==> src/rtl/hilo_muldiv_if.sv <==
// HI/LO unit bus: operation request, operands, ALU product and HI/LO/status results.
interface hilo_muldiv_if #(parameter int WIDTH = 32);
  logic             start;
  logic [2:0]       op;
  logic [WIDTH-1:0] a;
  logic [WIDTH-1:0] b;
  logic [WIDTH-1:0] prod_lo;
  logic [WIDTH-1:0] prod_hi;
  logic [WIDTH-1:0] hi;
  logic [WIDTH-1:0] lo;
  logic             busy;
  logic             done;
  logic             dz;

  modport master (output start, op, a, b, prod_lo, prod_hi,
                  input  hi, lo, busy, done, dz);
  modport slave  (input  start, op, a, b, prod_lo, prod_hi,
                  output hi, lo, busy, done, dz);
endinterface

==> src/rtl/hilo_muldiv.sv <==
// HI/LO registers with product write, MTHI/MTLO and a 32-step restoring divider.
// Optional signed divide (op 100) is enabled by defining SIGNED_DIV_EN.
module hilo_muldiv #(
  parameter int WIDTH      = 32,
  parameter int DIV_CYCLES = 32
) (
  input  logic          clk,
  input  logic          rst_n,
  hilo_muldiv_if.slave  bus
);
  localparam int CW = $clog2(DIV_CYCLES + 1);
  localparam logic [2:0] OP_MULT = 3'b000;
  localparam logic [2:0] OP_DIVU = 3'b001;
  localparam logic [2:0] OP_MTHI = 3'b010;
  localparam logic [2:0] OP_MTLO = 3'b011;

  typedef enum logic [1:0] {IDLE, DIV, DONE} state_t;

  state_t           state_reg, state_next;
  logic [WIDTH-1:0] hi_reg, hi_next, lo_reg, lo_next;
  logic [WIDTH-1:0] rem_reg, rem_next, quo_reg, quo_next, dvs_reg, dvs_next;
  logic [CW-1:0]    cnt_reg, cnt_next;
  logic             dz_reg, dz_next;

  logic [WIDTH:0]   trial;
  logic [WIDTH-1:0] rem_step, quo_step, rem_fin, quo_fin, a_mag, b_mag;
  logic             div_req;

`ifdef SIGNED_DIV_EN
  localparam logic [2:0] OP_DIV = 3'b100;
  logic is_signed, a_neg, b_neg;
  logic neg_q_reg, neg_q_next, neg_r_reg, neg_r_next;

  // Signed divide runs the unsigned core on magnitudes and fixes signs at the end.
  assign is_signed = (bus.op == OP_DIV);
  assign a_neg     = is_signed & bus.a[WIDTH-1];
  assign b_neg     = is_signed & bus.b[WIDTH-1];
  assign a_mag     = a_neg ? -bus.a : bus.a;
  assign b_mag     = b_neg ? -bus.b : bus.b;
  assign div_req   = (bus.op == OP_DIVU) || is_signed;
  assign quo_fin   = neg_q_reg ? -quo_step : quo_step;
  assign rem_fin   = neg_r_reg ? -rem_step : rem_step;
`else
  assign a_mag   = bus.a;
  assign b_mag   = bus.b;
  assign div_req = (bus.op == OP_DIVU);
  assign quo_fin = quo_step;
  assign rem_fin = rem_step;
`endif

  // One restoring step: shift {rem,quo} left, keep the difference when it does not borrow.
  always_comb begin
    trial = {rem_reg, quo_reg[WIDTH-1]} - {1'b0, dvs_reg};
    if (!trial[WIDTH]) begin
      rem_step = trial[WIDTH-1:0];
      quo_step = {quo_reg[WIDTH-2:0], 1'b1};
    end else begin
      rem_step = {rem_reg[WIDTH-2:0], quo_reg[WIDTH-1]};
      quo_step = {quo_reg[WIDTH-2:0], 1'b0};
    end
  end

  always_comb begin
    state_next = state_reg;
    hi_next    = hi_reg;
    lo_next    = lo_reg;
    rem_next   = rem_reg;
    quo_next   = quo_reg;
    dvs_next   = dvs_reg;
    cnt_next   = cnt_reg;
    dz_next    = dz_reg;
`ifdef SIGNED_DIV_EN
    neg_q_next = neg_q_reg;
    neg_r_next = neg_r_reg;
`endif
    case (state_reg)
      DIV: begin
        rem_next = rem_step;
        quo_next = quo_step;
        cnt_next = cnt_reg - CW'(1);
        if (cnt_reg == CW'(1)) begin
          hi_next    = rem_fin;
          lo_next    = quo_fin;
          dz_next    = 1'b0;
          state_next = DONE;
        end
      end
      default: begin
        state_next = IDLE;
        if (bus.start) begin
          if (div_req) begin
            if (bus.b == '0) begin
              hi_next    = bus.a;
              lo_next    = '1;
              dz_next    = 1'b1;
              state_next = DONE;
            end else begin
              rem_next   = '0;
              quo_next   = a_mag;
              dvs_next   = b_mag;
              cnt_next   = CW'(DIV_CYCLES);
              state_next = DIV;
`ifdef SIGNED_DIV_EN
              neg_q_next = a_neg ^ b_neg;
              neg_r_next = a_neg;
`endif
            end
          end else begin
            case (bus.op)
              OP_MULT: begin
                hi_next = bus.prod_hi;
                lo_next = bus.prod_lo;
              end
              OP_MTHI: hi_next = bus.a;
              OP_MTLO: lo_next = bus.a;
              default: ;
            endcase
          end
        end
      end
    endcase
  end

  always_ff @(posedge clk or negedge rst_n) begin
    if (!rst_n) begin
      state_reg <= IDLE;
      hi_reg    <= '0;
      lo_reg    <= '0;
      rem_reg   <= '0;
      quo_reg   <= '0;
      dvs_reg   <= '0;
      cnt_reg   <= '0;
      dz_reg    <= 1'b0;
`ifdef SIGNED_DIV_EN
      neg_q_reg <= 1'b0;
      neg_r_reg <= 1'b0;
`endif
    end else begin
      state_reg <= state_next;
      hi_reg    <= hi_next;
      lo_reg    <= lo_next;
      rem_reg   <= rem_next;
      quo_reg   <= quo_next;
      dvs_reg   <= dvs_next;
      cnt_reg   <= cnt_next;
      dz_reg    <= dz_next;
`ifdef SIGNED_DIV_EN
      neg_q_reg <= neg_q_next;
      neg_r_reg <= neg_r_next;
`endif
    end
  end

  assign bus.hi   = hi_reg;
  assign bus.lo   = lo_reg;
  assign bus.dz   = dz_reg;
  assign bus.busy = (state_reg == DIV);
  assign bus.done = (state_reg == DONE);
endmodule

==> src/flat_wrapper.sv <==
// flat-port wrapper written by rule: the top's interface ports become plain ports
module hilo_muldiv_flat 
#(
  parameter int WIDTH      = 32,
  parameter int DIV_CYCLES = 32
)
  (clk, rst_n, bus_start, bus_op, bus_a, bus_b, bus_prod_lo, bus_prod_hi, bus_hi, bus_lo, bus_busy, bus_done, bus_dz);
  hilo_muldiv_if #(.WIDTH(WIDTH)) bus_i ();
  input  logic clk;
  input  logic rst_n;
  input wire logic [$bits(bus_i.start)-1:0] bus_start;
  input wire logic [$bits(bus_i.op)-1:0] bus_op;
  input wire logic [$bits(bus_i.a)-1:0] bus_a;
  input wire logic [$bits(bus_i.b)-1:0] bus_b;
  input wire logic [$bits(bus_i.prod_lo)-1:0] bus_prod_lo;
  input wire logic [$bits(bus_i.prod_hi)-1:0] bus_prod_hi;
  output wire logic [$bits(bus_i.hi)-1:0] bus_hi;
  output wire logic [$bits(bus_i.lo)-1:0] bus_lo;
  output wire logic [$bits(bus_i.busy)-1:0] bus_busy;
  output wire logic [$bits(bus_i.done)-1:0] bus_done;
  output wire logic [$bits(bus_i.dz)-1:0] bus_dz;
  assign bus_i.start = bus_start;
  assign bus_i.op = bus_op;
  assign bus_i.a = bus_a;
  assign bus_i.b = bus_b;
  assign bus_i.prod_lo = bus_prod_lo;
  assign bus_i.prod_hi = bus_prod_hi;
  assign bus_hi = bus_i.hi;
  assign bus_lo = bus_i.lo;
  assign bus_busy = bus_i.busy;
  assign bus_done = bus_i.done;
  assign bus_dz = bus_i.dz;
  hilo_muldiv #(.WIDTH(WIDTH), .DIV_CYCLES(DIV_CYCLES)) u_core (.clk(clk), .rst_n(rst_n), .bus(bus_i));
endmodule
==> config.mk <==
export PLATFORM = sky130hd
export DESIGN_NAME = hilo_muldiv_flat
export DESIGN_NICKNAME = d
export VERILOG_FILES = /design/src/rtl/hilo_muldiv_if.sv /design/src/rtl/hilo_muldiv.sv /design/src/flat_wrapper.sv
export SDC_FILE = /design/constraint.sdc
export NUM_CORES = 1
export LEC_CHECK = 0
export CORE_UTILIZATION = 53
export DETAILED_ROUTE_END_ITERATION = 7
export PLACE_DENSITY = 0.82
export SLEW_MARGIN = 20
export SYNTH_ARGS = -nofsm -noshare
export SYNTH_HDL_FRONTEND = slang
export SYNTH_SLANG_ARGS = --single-unit
export TNS_END_PERCENT = 50
==> constraint.sdc <==
create_clock -name clk -period 3.75 [get_ports clk]
set_input_delay 0.75 -clock clk [delete_from_list [all_inputs] [get_ports clk]]
set_output_delay 0.75 -clock clk [all_outputs]
set_load 0.1 [all_outputs]
==> results of run 1 <==
==> worst paths after layout <==
kind,from,to,slack (ns),cells after the start
setup reg to reg,u_core.quo_reg[31],u_core.rem_reg[7],0.23,13
hold reg to reg,u_core.cnt_reg[5],u_core.cnt_reg[5],0.50,1
min in group clk,u_core.cnt_reg[5],u_core.cnt_reg[5],0.50,1
setup / recovery,u_core.quo_reg[31],u_core.rem_reg[7],0.23,13
hold / removal,rst_n,u_core.dvs_reg[24],0.30,1
max in group asynchronous,rst_n,u_core.bus.hi[4],2.56,2
==> through the flow <==
stage               setup slack, ns  utilization, %  cell area, sq um  std cells
floorplan                     0.791               -              9940       1158
global placement              0.181            67.6             12300       1541
detailed placement           0.0849            67.6             12300       1541
CTS                           0.235            70.9             12900       1573
global route                0.00897            70.9             12900       1573
finish                        0.234            70.9             12900       1573
==> metal layers <==
layer  vias to the layer above  wire length (um)
li1                       4456                 -
met1                      4645             12300
met2                       469             14100
met3                        96              2070
met4                         0              1260
met5                         -                 0
==> cells in the final DEF, fill, tap and decap left out, types with 10 or more instances in the layout <==
cell type / count
nand2_1: 189
o21ai_0: 114
a21oi_1: 83
inv_1: 43
clkdlybuf4s50_1: 197
ha_1: 34
nand2b_1: 10
a31oi_1: 72
nor2_1: 67
dfrtp_1: 169
xnor2_1: 17
mux2i_1: 40
clkbuf_16: 17
nand3_1: 70
nor3_1: 10
buf_4: 25
mux2_2: 33
a21o_1: 20
==> critical path, cell delays in order (launching register included) <==
cell       delay (ns)
dfrtp_1          0.43
inv_1            0.07
ha_1             0.21
fa_1             0.43
nor2b_1          0.23
o2111ai_1        0.17
a21boi_1         0.28
a221oi_2         0.17
o311ai_4         0.44
xnor2_4          0.18
buf_12           0.21
nor2_1           0.07
a21oi_1          0.31
o21ai_0          0.13
==> cells by family (layout without fill, tap and decap cells) <==
logic type | count (synthesis) | in the layout | share of synthesized area [%]
fa+ha+maj | 35 | 35 | 4.48
buf+inv | 119 | 305 | 4.76
simple gates | 400 | 400 | 17.9
flops | 169 | 169 | 42.6
xor+xnor | 28 | 28 | 2.62
compound gates | 334 | 334 | 19.9
mux | 73 | 73 | 7.77
==> final cells by class <==
cell class                      count  area [sq um]  share of cell area, %
Clock buffer                       17           425                   3.31
Tap cell                          229           287                   2.23
Inverter                           43           161                   1.25
Sequential cell                   169          4230                   32.9
Clock inverter                     15           166                   1.29
Multi-Input combinational cell    870          5280                   41.1
Timing Repair Buffer              230          2310                   18.0
==> out/metrics.cfg, run 1 <==
[sta]
skew_ns = 0.0113
fin_crit_sh_pct = 93.8
min_period_ns = 3.52
timing.fmax_mhz = 284
maxSlewViolCount = 0
finalSetupViolCount = 0
tns_ns = 0
tightest_slew_ns = 1.07
rsz0062_at_grt = no
final-hold-violation-count = 0
slew_headroom_pct = 28.0
holdWs_ns = 0.305

[routing]
avgRoutedWirePerCell_um = 18.9
first_pass_iters = 8
drt_first_iter_violations = 874
wl_mm = 29.7
ant_nets = 0
vias = 9666
avgViaCountPerCell = 6.14
drc_errors = 10

[placed_design]
place.gp.congestion = 0.898
dp_hpwl_mm = 21.0
io_buffers = 200

[finish]
finalNetCount = 1500
nFillCells = 1398
area_growth_pct = 29.4
drive_above_1_share_pct = 8.85
diodes = 0

[synth]
synthDistinctLibCells = 63
synth_area_leader_cell = dfrtp_1
netlist_area_sq_mm = 0.00994
yosysMostFrequentCell = nand2_1
synth_edf_count = 0
syn_inst = 1158
syn_nets = 1327
async_flop_share_pct = 100
yosys-top-cells-area = dfrtp_1 (43%), nand2_1 (7.2%), o21ai_0 (5.7%)
yosysTopAreaCellShare_pct = 42.6
synthFlopType = dfrtp_1
yosysWarnings = 0
ys_top_cells_by_count = nand2_1 (190), dfrtp_1 (169), o21ai_0 (114)
ys_ff_latch = 169
seq_area_frac_synth_pct = 42.6
syn_avg_cell_area_sq_um = 8.58

[cts]
clock_sinks = 169
clockBufferDepth = 2
clk_latency_ns = 0.43
post_cts_resized = 0
cts_made_buffers = 17
cts_setup_buffers = 0
htreeDepth = 4
clkTransAtPathRegs_ns = 0.07
hold_buffers = 0
cts-root-buf = clkbuf_16
cts_tree = yes

[setup_path]
crit_required_ns = 4.03
cp_max_fo = 40
worst_setup_path_end_kind = flip-flop
crit_path_start_kind = flip-flop
worstSetupPathType = reg2reg
crit_arrival_ns = 3.80

[run_status]
status = finished, violations left
violations = DRC

[grt]
grtUsageMet2_pct = 51.7
grt_pass1_vias = 9405
met3_usage_pct = 6.15
antenna_found_initial = 0
grt-ovfl-total = 0
grt_max_degree = 89
met1_usage_pct = 40.3
grt_pass1_wl_mm = 48.1
gr-max-usage-layer = met2
grtUsageTotal_pct = 31.4

[floorplan]
die_w_um = 139
num_rows = 49
die_area_sq_mm = 0.0193
die_h_um = 139
boundaryPins = 201
initial_core_util_pct = 54.8
core-area_sq_mm = 0.0181

[min_path]
hold_path_class = in2async

[flow_run]
max_cap_viol_count = 0

Power of run 1 is not shown: default switching activity piles up to over one toggle a cycle in this logic, so the estimate is an artifact.
==> run 2, diff against run 1 <==
- CORE_UTILIZATION: 53 -> 35
- PLACE_DENSITY: 0.82 -> default
- SLEW_MARGIN: 20 -> default
==> run 2 against run 1 <==
Net effect: critical path type unchanged; the flow now finishes without violations; first-iteration DRC count down 29%; maximum frequency up 2.5%; die area up 51%; global-route usage down 10 points.
==> out/metrics.cfg, run 2 (synthesis results as in run 1) <==
[run_status]
status = finished clean

[finish]
layout_commonest_cell = clkdlybuf4s50_1
fin_area_sq_mm = 0.0131  ; +2.2%
drive_above_1_share_pct = 9.06  ; +0.21 points
post-route-util_pct = 47.2  ; -24 points
area_growth_pct = 32.2
nFillCells = 2686  ; +92%
finalNetCount = 1502  ; +0.13%
diodes = 0  ; unchanged
layout_common_cells = clkdlybuf4s50_1 (197), nand2_1 (189), dfrtp_1 (169)

[sta]
rsz0062_at_grt = no
min_period_ns = 3.43  ; -0.0864 ns
maxSlewViolCount = 0  ; unchanged
skew_ns = 0.0199  ; +0.00864 ns
slew_headroom_pct = 29.5  ; +1.5 points
fin_crit_sh_pct = 91.5  ; -2.3 points
setup_ws_ns = 0.320  ; +0.0864 ns
final-hold-violation-count = 0  ; unchanged
timing.fmax_mhz = 292  ; +2.5%
tightest_slew_ns = 1.05  ; -0.0166 ns
finalSetupViolCount = 0  ; unchanged
holdWs_ns = 0.287  ; -0.0172 ns

[routing]
vias = 9053  ; -6.3%
ant_nets = 0  ; unchanged
drc_errors = 0  ; -10
wl_mm = 30.9  ; +4.1%
avgRoutedWirePerCell_um = 17.9  ; -5.0%
first_pass_iters = 5  ; -3
drt_first_iter_violations = 618  ; -29%
avgViaCountPerCell = 5.25  ; -15%

[grt]
grt_max_degree = 96  ; +7.9%
grt_pass1_vias = 8836  ; -6.0%
grt_pass1_wl_mm = 48.4  ; +0.78%
grt-ovfl-total = 0  ; unchanged
antenna_found_initial = 0  ; unchanged
grtUsageTotal_pct = 21.5  ; -10 points

[floorplan]
initial_core_util_pct = 35.7  ; -19 points
die_h_um = 171  ; +23%
boundaryPins = 201  ; unchanged
num_rows = 61  ; +24%
core-area_sq_mm = 0.0279  ; +54%
die_w_um = 171  ; +23%
die_area_sq_mm = 0.0291  ; +51%

[min_path]
hold_path_class = in2async

[setup_path]
slowest_delay_ns = 0.44  ; about the same
cp_max_fo = 4  ; -90%
crit_arrival_ns = 3.79  ; about the same
crit_required_ns = 4.11  ; +0.08 ns
crit_top_cell = a21boi_1
worstSetupPathType = reg2reg
crit_path_top_delay_cell = fa_1
worstPathCellList = inv_1 -> ha_1 -> fa_1 -> nor2b_1 -> o2111ai_1 -> a21boi_1 -> a221oi_2 -> buf_4 -> o21bai_1 -> a21oi_1 -> a41o_1 -> o31ai_2 -> a21boi_1
path_buf_inv = 2  ; unchanged
critical-path-top-delay-family = compound AO/OA/AOI/OAI gates
worst_setup_path_end_kind = flip-flop
crit_path_start_kind = flip-flop

[cts]
htreeDepth = 4  ; unchanged
cts-root-buf = clkbuf_16
cts_tree = yes
clockBufferDepth = 2  ; unchanged
clock_sinks = 169  ; unchanged
cts_made_buffers = 17  ; unchanged
clkTransAtPathRegs_ns = 0.07  ; about the same
clk_latency_ns = 0.44  ; about the same

[placed_design]
place.gp.congestion = 0.819  ; -8.8%
dp_hpwl_mm = 22.6  ; +7.6%
place_area_sq_mm = 0.0125  ; +1.9%
pre_cts_ws_ns = -0.283  ; -0.368 ns
io_buffers = 200  ; unchanged

[flow_run]
max_cap_viol_count = 0  ; unchanged

[run 2: changes by cell type in the layout (fill, tap and decap cells not counted), moves of 2 or more]
| cell | previous run | this run |
|---|---|---|
| buf_12 | 7 | 11 |
| clkbuf_8 | 0 | 2 |
| buf_4 | 25 | 23 |
| clkinv_2 | 2 | 0 |
[run 2: metal layers]
| layer | up-vias | track usage, % | wire length (um) |
|---|---|---|---|
| li1 | 4446 | - | - |
| met1 | 4366 | 28.9 | 14400 |
| met2 | 204 | 35.4 | 14800 |
| met3 | 37 | 3.77 | 1210 |
| met4 | 0 | 5.72 | 527 |
| met5 | - | 0 | 0 |
[run 2: worst paths after layout]
check	end	slack (ns)	cells past startpoint	startpoint
setup / recovery	u_core.rem_reg[28]	0.32	13	u_core.quo_reg[31]
hold / removal	u_core.dvs_reg[29]	0.29	1	rst_n
setup reg to reg	u_core.rem_reg[28]	0.32	13	u_core.quo_reg[31]
hold reg to reg	u_core.cnt_reg[5]	0.49	1	u_core.cnt_reg[5]
max in group asynchronous	u_core.dvs_reg[1]	2.57	2	rst_n
min in group clk	u_core.cnt_reg[5]	0.49	1	u_core.cnt_reg[5]
[run 2: timing repair]
action,CTS,global route
buffers inserted,0,1
hold buffers,0,0
resized for setup,0,2
endpoints found under the setup margin,0,11
[run 2: area by class of cell]
cell class / instances / area, sq um / area share, %
clock inverters: 13 / 159 / 1.21
multi-input cells: 870 / 5290 / 40.2
well taps: 378 / 473 / 3.60
repair buffers: 232 / 2380 / 18.1
clock buffers: 19 / 453 / 3.45
flip-flops and latches: 169 / 4230 / 32.2
inverters: 43 / 161 / 1.23
[run 2: per-stage QoR]
stage,TNS (ns),instances
2_1_floorplan,0,1158
3_3_place_gp,-14.34,1691
3_5_place_dp,-15.07,1691
4_1_cts,0,1723
5_1_grt,0,1724
6_report,0,1724
Power of run 2 is left out for the same reason.
==> run 3, diff against run 2 <==
- CORE_UTILIZATION: 35 -> 53
- PLACE_DENSITY: default -> 0.82
==> results of run 3 <==
The final DEF is identical to that of run 1; final timing and power are the same.
Power of run 3 is left out for the same reason.
